## config.mk

```make
export PLATFORM = sky130hd
export DESIGN_NAME = gt_link_ctrl
export DESIGN_NICKNAME = d
export VERILOG_FILES = /design/src/rtl/gt_link_ctrl.sv
export SDC_FILE = /design/constraint.sdc
export NUM_CORES = 1
export LEC_CHECK = 0
export ABC_AREA = 1
export CAP_MARGIN = 20
export CELL_PAD_IN_SITES_DETAIL_PLACEMENT = 0
export CELL_PAD_IN_SITES_GLOBAL_PLACEMENT = 1
export CORE_MARGIN = 2
export CORE_UTILIZATION = 43
export DETAILED_ROUTE_END_ITERATION = 10
export PLACE_DENSITY = 0.8
export SLEW_MARGIN = 20
export SYNTH_ARGS = -nofsm -noshare
export SYNTH_HDL_FRONTEND = slang
export SYNTH_SLANG_ARGS = --single-unit
```

## constraint.sdc

```tcl
create_clock -name i_clk -period 1.9 [get_ports i_clk]
set_input_delay 0.285 -clock i_clk [delete_from_list [all_inputs] [get_ports i_clk]]
set_output_delay 0.285 -clock i_clk [all_outputs]
set_load 0.02 [all_outputs]
```

## src/rtl/gt_link_ctrl.sv

```systemverilog
// Per-lane GT link bring-up/retrain sequencer: TX/RX reset sequencing, alignment qualification, retry and fault latch.
// Optional GT_LINK_CTRL_STATS_EN adds o_linkdown_cnt (saturating count of link-up losses).
module gt_link_ctrl #(
  parameter int unsigned P_RST_CYCLE     = 10,
  parameter int unsigned P_TX_TIMEOUT    = 65535,
  parameter int unsigned P_ALIGN_TIMEOUT = 65535,
  parameter int unsigned P_STABLE_CYCLE  = 1024,
  parameter int unsigned P_MAX_RETRY     = 8
) (
  input  logic       i_clk,
  input  logic       i_rst_n,
  input  logic       i_gt_tx_done,
  input  logic       i_rx_ByteAlign,
  input  logic       i_retrain,
  output logic       o_tx_rst,
  output logic       o_rx_rst,
  output logic       o_link_up,
  output logic       o_link_fault,
  output logic [3:0] o_retry_cnt,
  output logic [2:0] o_state
`ifdef GT_LINK_CTRL_STATS_EN
  ,
  output logic [15:0] o_linkdown_cnt
`endif
);

  typedef enum logic [2:0] {
    ST_RST        = 3'd0,
    ST_WAIT_TX    = 3'd1,
    ST_WAIT_ALIGN = 3'd2,
    ST_STABLE     = 3'd3,
    ST_UP         = 3'd4,
    ST_FAULT      = 3'd5
  } state_t;

  localparam logic [15:0] RST_LAST    = 16'(P_RST_CYCLE - 1);
  localparam logic [15:0] TX_LAST     = 16'(P_TX_TIMEOUT - 1);
  localparam logic [15:0] ALIGN_LAST  = 16'(P_ALIGN_TIMEOUT - 1);
  localparam logic [15:0] STABLE_LAST = 16'(P_STABLE_CYCLE - 1);
  localparam logic [3:0]  RETRY_MAX   = 4'(P_MAX_RETRY);

  state_t      state_d, state_q;
  logic        tx_rst_d, tx_rst_q;
  logic        rx_rst_d, rx_rst_q;
  logic        link_up_d, link_up_q;
  logic        fault_d, fault_q;
  logic [3:0]  retry_d, retry_q;
  logic [15:0] timer_d, timer_q;
  logic [1:0]  tx_sync_d, tx_sync_q;
  logic [1:0]  align_sync_d, align_sync_q;
  logic        tx_done_s, align_s;
  logic        fail;
  logic [3:0]  retry_inc;

  assign tx_done_s = tx_sync_q[1];
  assign align_s   = align_sync_q[1];
  assign retry_inc = retry_q + 4'd1;

  always_comb begin
    tx_sync_d    = {tx_sync_q[0], i_gt_tx_done};
    align_sync_d = {align_sync_q[0], i_rx_ByteAlign};
  end

  always_comb begin
    state_d   = state_q;
    tx_rst_d  = tx_rst_q;
    rx_rst_d  = rx_rst_q;
    link_up_d = 1'b0;
    fault_d   = fault_q;
    retry_d   = retry_q;
    fail      = 1'b0;

    case (state_q)
      ST_RST: begin
        tx_rst_d = 1'b1;
        rx_rst_d = 1'b1;
        if (timer_q == RST_LAST) begin
          state_d  = ST_WAIT_TX;
          tx_rst_d = 1'b0;
        end
      end
      ST_WAIT_TX: begin
        if (tx_done_s) begin
          state_d  = ST_WAIT_ALIGN;
          rx_rst_d = 1'b0;
        end else if (timer_q == TX_LAST) begin
          fail = 1'b1;
        end
      end
      ST_WAIT_ALIGN: begin
        if (align_s) begin
          state_d = ST_STABLE;
        end else if (timer_q == ALIGN_LAST) begin
          fail = 1'b1;
        end
      end
      ST_STABLE: begin
        if (!align_s || !tx_done_s) begin
          fail = 1'b1;
        end else if (timer_q == STABLE_LAST) begin
          state_d   = ST_UP;
          retry_d   = '0;
          link_up_d = 1'b1;
        end
      end
      ST_UP: begin
        if (!align_s || !tx_done_s) begin
          fail = 1'b1;
        end else begin
          link_up_d = 1'b1;
        end
      end
      ST_FAULT: begin
        tx_rst_d = 1'b1;
        rx_rst_d = 1'b1;
      end
      default: begin
        state_d  = ST_RST;
        tx_rst_d = 1'b1;
        rx_rst_d = 1'b1;
      end
    endcase

    if (fail) begin
      retry_d   = retry_inc;
      tx_rst_d  = 1'b1;
      rx_rst_d  = 1'b1;
      link_up_d = 1'b0;
      if (retry_inc == RETRY_MAX) begin
        state_d = ST_FAULT;
        fault_d = 1'b1;
      end else begin
        state_d = ST_RST;
      end
    end

    // Retrain overrides any failure detected in the same cycle.
    if (i_retrain && (state_q != ST_RST)) begin
      state_d   = ST_RST;
      retry_d   = '0;
      fault_d   = 1'b0;
      tx_rst_d  = 1'b1;
      rx_rst_d  = 1'b1;
      link_up_d = 1'b0;
    end

    if (state_d != state_q) begin
      timer_d = '0;
    end else if (timer_q == '1) begin
      timer_d = timer_q;
    end else begin
      timer_d = timer_q + 16'd1;
    end
  end

  always_ff @(posedge i_clk or negedge i_rst_n) begin
    if (!i_rst_n) begin
      state_q      <= ST_RST;
      tx_rst_q     <= 1'b1;
      rx_rst_q     <= 1'b1;
      link_up_q    <= 1'b0;
      fault_q      <= 1'b0;
      retry_q      <= '0;
      timer_q      <= '0;
      tx_sync_q    <= '0;
      align_sync_q <= '0;
    end else begin
      state_q      <= state_d;
      tx_rst_q     <= tx_rst_d;
      rx_rst_q     <= rx_rst_d;
      link_up_q    <= link_up_d;
      fault_q      <= fault_d;
      retry_q      <= retry_d;
      timer_q      <= timer_d;
      tx_sync_q    <= tx_sync_d;
      align_sync_q <= align_sync_d;
    end
  end

  assign o_tx_rst     = tx_rst_q;
  assign o_rx_rst     = rx_rst_q;
  assign o_link_up    = link_up_q;
  assign o_link_fault = fault_q;
  assign o_retry_cnt  = retry_q;
  assign o_state      = state_q;

`ifdef GT_LINK_CTRL_STATS_EN
  logic [15:0] linkdown_cnt_d, linkdown_cnt_q;

  always_comb begin
    linkdown_cnt_d = linkdown_cnt_q;
    if ((state_q == ST_UP) && fail && !i_retrain && (linkdown_cnt_q != '1)) begin
      linkdown_cnt_d = linkdown_cnt_q + 16'd1;
    end
  end

  always_ff @(posedge i_clk or negedge i_rst_n) begin
    if (!i_rst_n) begin
      linkdown_cnt_q <= '0;
    end else begin
      linkdown_cnt_q <= linkdown_cnt_d;
    end
  end

  assign o_linkdown_cnt = linkdown_cnt_q;
`endif

endmodule

```

# After elaboration in Yosys (flattened, before gate mapping)

Cells that the tools add are included.
Widths: inputs -> output; s select.

Output and inout port bits: 11
Input bits: 5
Word-level logic and storage cells: 82
Flip-flop bits (word level): 31

Reduce and logical (&&, ||, !) cells: 17
Add/sub/neg operators: 2
Equal/unequal tests: 16
Muxes and demuxes: 38

Operators by type and width:

| operator              | count |
|---|---|
| $eq 16x16->1 const B  | 2 |
| $mux 16               | 2 |
| $mux 3                | 8 |
| $mux 4                | 5 |
| $mux 1                | 18 |
| $add 16x1->16 const B | 1 |
| $eq 16x10->1 const B  | 1 |
| $eq 16x4->1 const B   | 1 |
| $pmux 3 s5            | 1 |
| $reduce_bool 3->1     | 3 |
| $eq 3x2->1 const B    | 2 |
| $eq 3x3->1 const B    | 2 |
| $ne 3x1->1 const B    | 2 |
| $pmux 1 s2            | 3 |
| $add 4x1->4 const B   | 1 |
| $eq 4x4->1 const B    | 1 |
| $ne 4x4->1 const B    | 1 |
| $reduce_and 2->1      | 2 |
| $reduce_bool 2->1     | 2 |
| $reduce_or 2->1       | 2 |
| $reduce_or 4->1       | 1 |
| $eq 3x1->1 const B    | 1 |
| $logic_not 3->1       | 1 |
| $ne 3x2->1 const B    | 1 |
| other kinds (8)       | 9 |

# Longest topological paths before layout

Depth after elaboration: 8
Gate-level depth with buffers: 15
Gate-level depth less buffers: 14

# Worst setup path before layout

No wires, ideal clock.

Path type: register to register
Start: register retry_q[0], in the netlist o_retry_cnt[0]
End: register timer_q[2]
Arrival time: 1.658 ns
Setup time: 0.128 ns
Buffers on the path: 1
Path slack: 0.114 ns
Stages on the path, launching flop included: 11
Cells stage by stage: dfrtp_1 -> ha_1 -> xnor2_1 -> nand4_1 -> nand2_2 -> nand2_1 -> nand2_1 -> nand2_2 -> nand3_4 -> buf_12 -> nor2_4

Cells in the longest elaborated chain, start to end: 7
Elaborated cells between the ends (all ways): 8

Ends and longest elaborated chain:

| item                                            | line | text |
|---|---|---|
| from (decl)                                     | 47   | `logic [3:0] retry_d, retry_q;` |
| from (signal assigned)                          | 173  | `retry_q <= retry_d;` |
| $add 4x1->4 (*)                                 | 57   | `assign retry_inc = retry_q + 4'd1;` |
| $eq 4x4->1 (*)                                  | 129  | `if (retry_inc == RETRY_MAX) begin` |
| $mux 3 (*)                                      | 129  |  |
| $mux 3 (*)                                      | 124  | `if (fail) begin` |
| $mux 3 (*)                                      | 138  | `if (i_retrain && (state_q != ST_RST)) begin` |
| $ne 3x3->1 (*)                                  | 147  | `if (state_d != state_q) begin` |
| $ne 2x2->1 (no line) or $mux 16 (tied branches) | -    |  |
| to (signal assigned)                            | 174  | `timer_q <= timer_d;` |
| to (decl)                                       | 48   | `logic [15:0] timer_d, timer_q;` |

Mark *: on every way between the ends. The rest lies on a longest branch, timed or not.
A chain may end at the register's enable or synchronous reset.

# Final worst setup path

Start: register timer_q[0]
End: register timer_q[7]

Cells in the longest elaborated chain, start to end: 8
Elaborated cells between the ends (all ways): 19

Ends and longest elaborated chain:

| item                                            | line        | text |
|---|---|---|
| $eq 16x10->1 or $eq 16x16->1 (tied branches)    | 100, 86, 93 |  |
| $mux 3 or $mux 1 (tied branches)                | 100, 86, 93 |  |
| $mux 3, or another cell as far along            | 98          | `if (!align_s \|\| !tx_done_s) begin` |
| $pmux 3 s5 or $pmux 1 s3 (tied branches)        | 73          | `case (state_q)` |
| $mux 3                                          | 124         |  |
| $mux 3                                          | 138         |  |
| $ne 3x3->1                                      | 147         |  |
| $ne 2x2->1 (no line) or $mux 16 (tied branches) | -           |  |

Several ways; a longest one is shown, not always the timed one. The select of a mux whose other input is x is not followed.

==> impl_metrics.env <==
export IMPL_outcome="finished, final reports clean"
export IMPL_crit_slowest_cell="dfrtp_1"
export IMPL_crit_buf_inv=4
export IMPL_power_share_combinational=0.577
export IMPL_fin_skew_ns=0.01104
export IMPL_boundaryPins=16
export IMPL_fin_setup_tns_ns=0
export IMPL_total_power_mw=3.341
export IMPL_p_seq_frac=0.265
export IMPL_cts_tree="yes"
export IMPL_critical_path_max_stage_delay_ns=0.42
export IMPL_finalWorstSetupSlack_ns=0.02613
export IMPL_crit_path_frequent_cell="nand2_2"
export IMPL_hpwlAfterDp_mm=2.915
export IMPL_grt_antenna_before_repair=0
export IMPL_mappedNetlistNets=243
export IMPL_ctsHtreeMaxLevel=2
export IMPL_critPathRequiredTime_ns=2.12
export IMPL_die_y_um=70.24
export IMPL_routed_wl_mm=4.064
export IMPL_syn_area_sq_um=1887
export IMPL_critical_path_cell_chain="inv_1 -> ha_2 -> inv_2 -> nor2_2 -> nand2_2 -> nor2_4 -> nand2_2 -> nand3_4 -> inv_4 -> nand2_2 -> nand2_2 -> nand2_2 -> nand3_4 -> buf_12 -> nor2_4"
export IMPL_fill_cells=403
export IMPL_hold_worst_slack_ns=0.3504
export IMPL_cts_made_buffers=5
export IMPL_dpl_cell_count=306
export IMPL_leakage_nw=1.089
export IMPL_via_count_of_the_first_global_routing_pass=1490
export IMPL_fraction_of_the_cycle_the_final_worst_path_needs=0.9862
export IMPL_cts_hold_buf=0
export IMPL_postLayoutCoreUtil=0.5743
export IMPL_detailedRoute_firstPassIterationCount=4
export IMPL_min_delay_start="tx_sync_q[0]"
export IMPL_synth_distinct_cells=29
export IMPL_drt_iter0_markers=94
export IMPL_worstReg2RegEnd="timer_q[7]"
export IMPL_detailroute_via_count=1580
export IMPL_swShare=0.4569
export IMPL_yosys_register_bits=31
export IMPL_cell_internal_pwr_mw=1.814
export IMPL_remaining_drc_errors=0
export IMPL_clock_tree_root_cell="clkbuf_8"
export IMPL_tightest_slew_ns=0.4063
export IMPL_timing_critical_path_fanout_max=8
export IMPL_worstRegToRegCells=15
export IMPL_preCtsSetupSlack_ns=-0.02981
export IMPL_yosysWarnings=0
export IMPL_hold_viol=0
export IMPL_drive_above_1_share=0.3469
export IMPL_per_instance_average_area_after_synthesis_sq_um=8.098
export IMPL_switching_power_mw=1.527
export IMPL_number_of_instances_in_the_synthesized_netlist=233
export IMPL_drt_vias_per_instance=4.892
export IMPL_worst_skew_pair_late_latency_ns=0.29
export IMPL_groute_usage_overall=0.1763
export IMPL_report_final_slew_viol_count=0
export IMPL_arrival_time_at_the_worst_endpoint_ns=2.09
export IMPL_initial_core_util=0.4394
export IMPL_max_vdd_ir_drop_uv=758.6
export IMPL_timing_final_setup_violations=0
export IMPL_cts_root_to_sink_buffers=2
export IMPL_min_path_cells=0
export IMPL_hold_end="tx_sync_q[1]"
export IMPL_maximum_number_of_pins_on_one_net_before_global_route_repair=32
export IMPL_fin_cells=323
export IMPL_dieWidth_um=70.24
export IMPL_first_pass_grt_wire_length_mm=6.789
export IMPL_crit_path_end_kind="flip-flop"
export IMPL_holdCritPathClass="flip-flop to flip-flop"
export IMPL_power_density_nw_per_um2=1355
export IMPL_r2r_setup_slack_ns=0.03
export IMPL_fp_coreArea_sq_um=4294
export IMPL_rows=24
export IMPL_antenna_violating_nets_post_route=0
export IMPL_antenna_cells=0
export IMPL_power_clock_fraction=0.158
export IMPL_synth_seq_area_share=0.4125
export IMPL_worstReg2RegStart="timer_q[0]"
export IMPL_fin_nets=280
export IMPL_place_gp_congestion=0.8454
export IMPL_critPathTopFamily="simple AND/OR/NAND/NOR gates"
export IMPL_syn_to_final_growth_pct=30.70
export IMPL_clk_pin_slew_ns=0.07
export IMPL_timing_setup_critical_path_class="flip-flop to flip-flop"
export IMPL_postLayoutCellArea_sq_um=2466
export IMPL_fp_dieArea_sq_um=4934
export IMPL_cts_num_sinks=31
export IMPL_worstSetupStartpointType="flip-flop"
export IMPL_fmax_ghz=0.5337
export IMPL_place_area_sq_um=2160
export IMPL_slew_limit_headroom=0.7291
export IMPL_io_buf_count=15
export IMPL_max_cap_violations=0
export IMPL_grt_overflow=0
export IMPL_rsz0062_at_grt="yes"
export IMPL_post_route_min_period_ns=1.874
export IMPL_wl_per_cell_um=12.58
==> power groups by stage <==
| stage | logic (mW) | registers, mW | clock network [mW] |
|---|---|---|---|
| 4_1_cts | 1.65 | 0.875 | 0.537 |
| 2_1_floorplan | 0.989 | 0.955 | 0 |
| 3_5_place_dp | 1.58 | 0.884 | 0 |
| 3_3_place_gp | 1.57 | 0.883 | 0 |
| 6_report | 1.93 | 0.885 | 0.528 |
| 5_1_grt | 2.09 | 0.900 | 0.573 |
==> kinds of logic after synthesis <==
| family | after synthesis | share of synthesized area |
|---|---|---|
| simple gates | 135 | 0.3753 |
| buf+inv | 35 | 0.07825 |
| flops | 31 | 0.4125 |
| compound gates | 19 | 0.06366 |
| xor+xnor | 8 | 0.03713 |
| fa+ha+maj | 5 | 0.03316 |
==> flip-flops by register name (all words and copies together), names as in the netlist <==
register / flops
o_retry_cnt: 4
tx_sync_q: 2
timer_q: 16
o_link_fault: 1
o_rx_rst: 1
o_state: 3
align_sync_q: 2
o_link_up: 1
o_tx_rst: 1
==> per-layer routing <==
layer	GRT usage	vias to the layer above	wire [um]
met5	0	-	0
met4	0.05128	0	47
met3	0.04473	6	128
met2	0.2820	22	1925
met1	0.2363	736	1962
li1	-	816	-
==> synth_stat cells, drive strengths merged <==
cell type / count / share of area
nand4: 8 / 0.027
xnor2: 4 / 0.019
xor2: 4 / 0.019
a211o: 1 / 0.0046
nand3b: 1 / 0.0040
nor2: 47 / 0.15
o41ai: 1 / 0.0046
o211ai: 1 / 0.0040
o21ai: 8 / 0.023
nand3: 20 / 0.065
a21oi: 6 / 0.018
ha: 5 / 0.033
o31ai: 1 / 0.0040
nand2: 57 / 0.13
buf: 1 / 0.011
inv: 34 / 0.068
dfrtp: 29 / 0.38
dfstp: 2 / 0.028
nor3: 2 / 0.0053
a32o: 1 / 0.0053
==> worst max path at each step <==
stage | depth (start not counted) | start | endpoint | slack [ns]
2_1_floorplan | 10 | o_retry_cnt[0] | timer_q[2] | 0.11
3_3_place_gp | 14 | timer_q[1] | timer_q[8] | 0.04
3_5_place_dp | 14 | timer_q[1] | timer_q[5] | -0.03
4_1_cts | 15 | timer_q[0] | timer_q[15] | 0.005
5_1_grt | 14 | timer_q[1] | timer_q[1] | -0.08
6_report | 15 | timer_q[0] | timer_q[7] | 0.03
==> worst register-to-register path, cell delays in order, from the launching register on <==
cell and delay (ns):
dfrtp_1 0.42, inv_1 0.08, ha_2 0.16, inv_2 0.03
nor2_2 0.09, nand2_2 0.07, nor2_4 0.12, nand2_2 0.10
nand3_4 0.09, inv_4 0.06, nand2_2 0.09, nand2_2 0.05
nand2_2 0.09, nand3_4 0.11, buf_12 0.17, nor2_4 0.08
==> layout make-up <==
class | count | area, sq um | share of cell area
sequential | 31 | 785.8 | 0.3186
clock inverter | 3 | 20.02 | 0.008118
multi-input combinational | 167 | 1101 | 0.4465
tap | 52 | 65.06 | 0.02638
clock buffer | 5 | 68.82 | 0.02790
timing repair buffer | 31 | 295.3 | 0.1197
inverter | 34 | 130.1 | 0.05277
==> cells in the final DEF (no fill, tap or decap), drive strengths merged, types with 5 or more instances in the layout <==
master          n
nand2          57
nand3          20
nand4           8
clkdlybuf4s50  15
buf            16
nor2           47
o21ai           8
a21oi           6
clkbuf          5
inv            34
dfrtp          29
ha              5
==> what timing repair did <==
action | 4_1_cts | 5_1_grt
endpoints found under the setup margin | 15 | 17
pin swaps | 4 | 17
gates resized for setup | 4 | 43
setup buffers | 5 | 4
No activity file was read; power rests on OpenSTA's default activity.
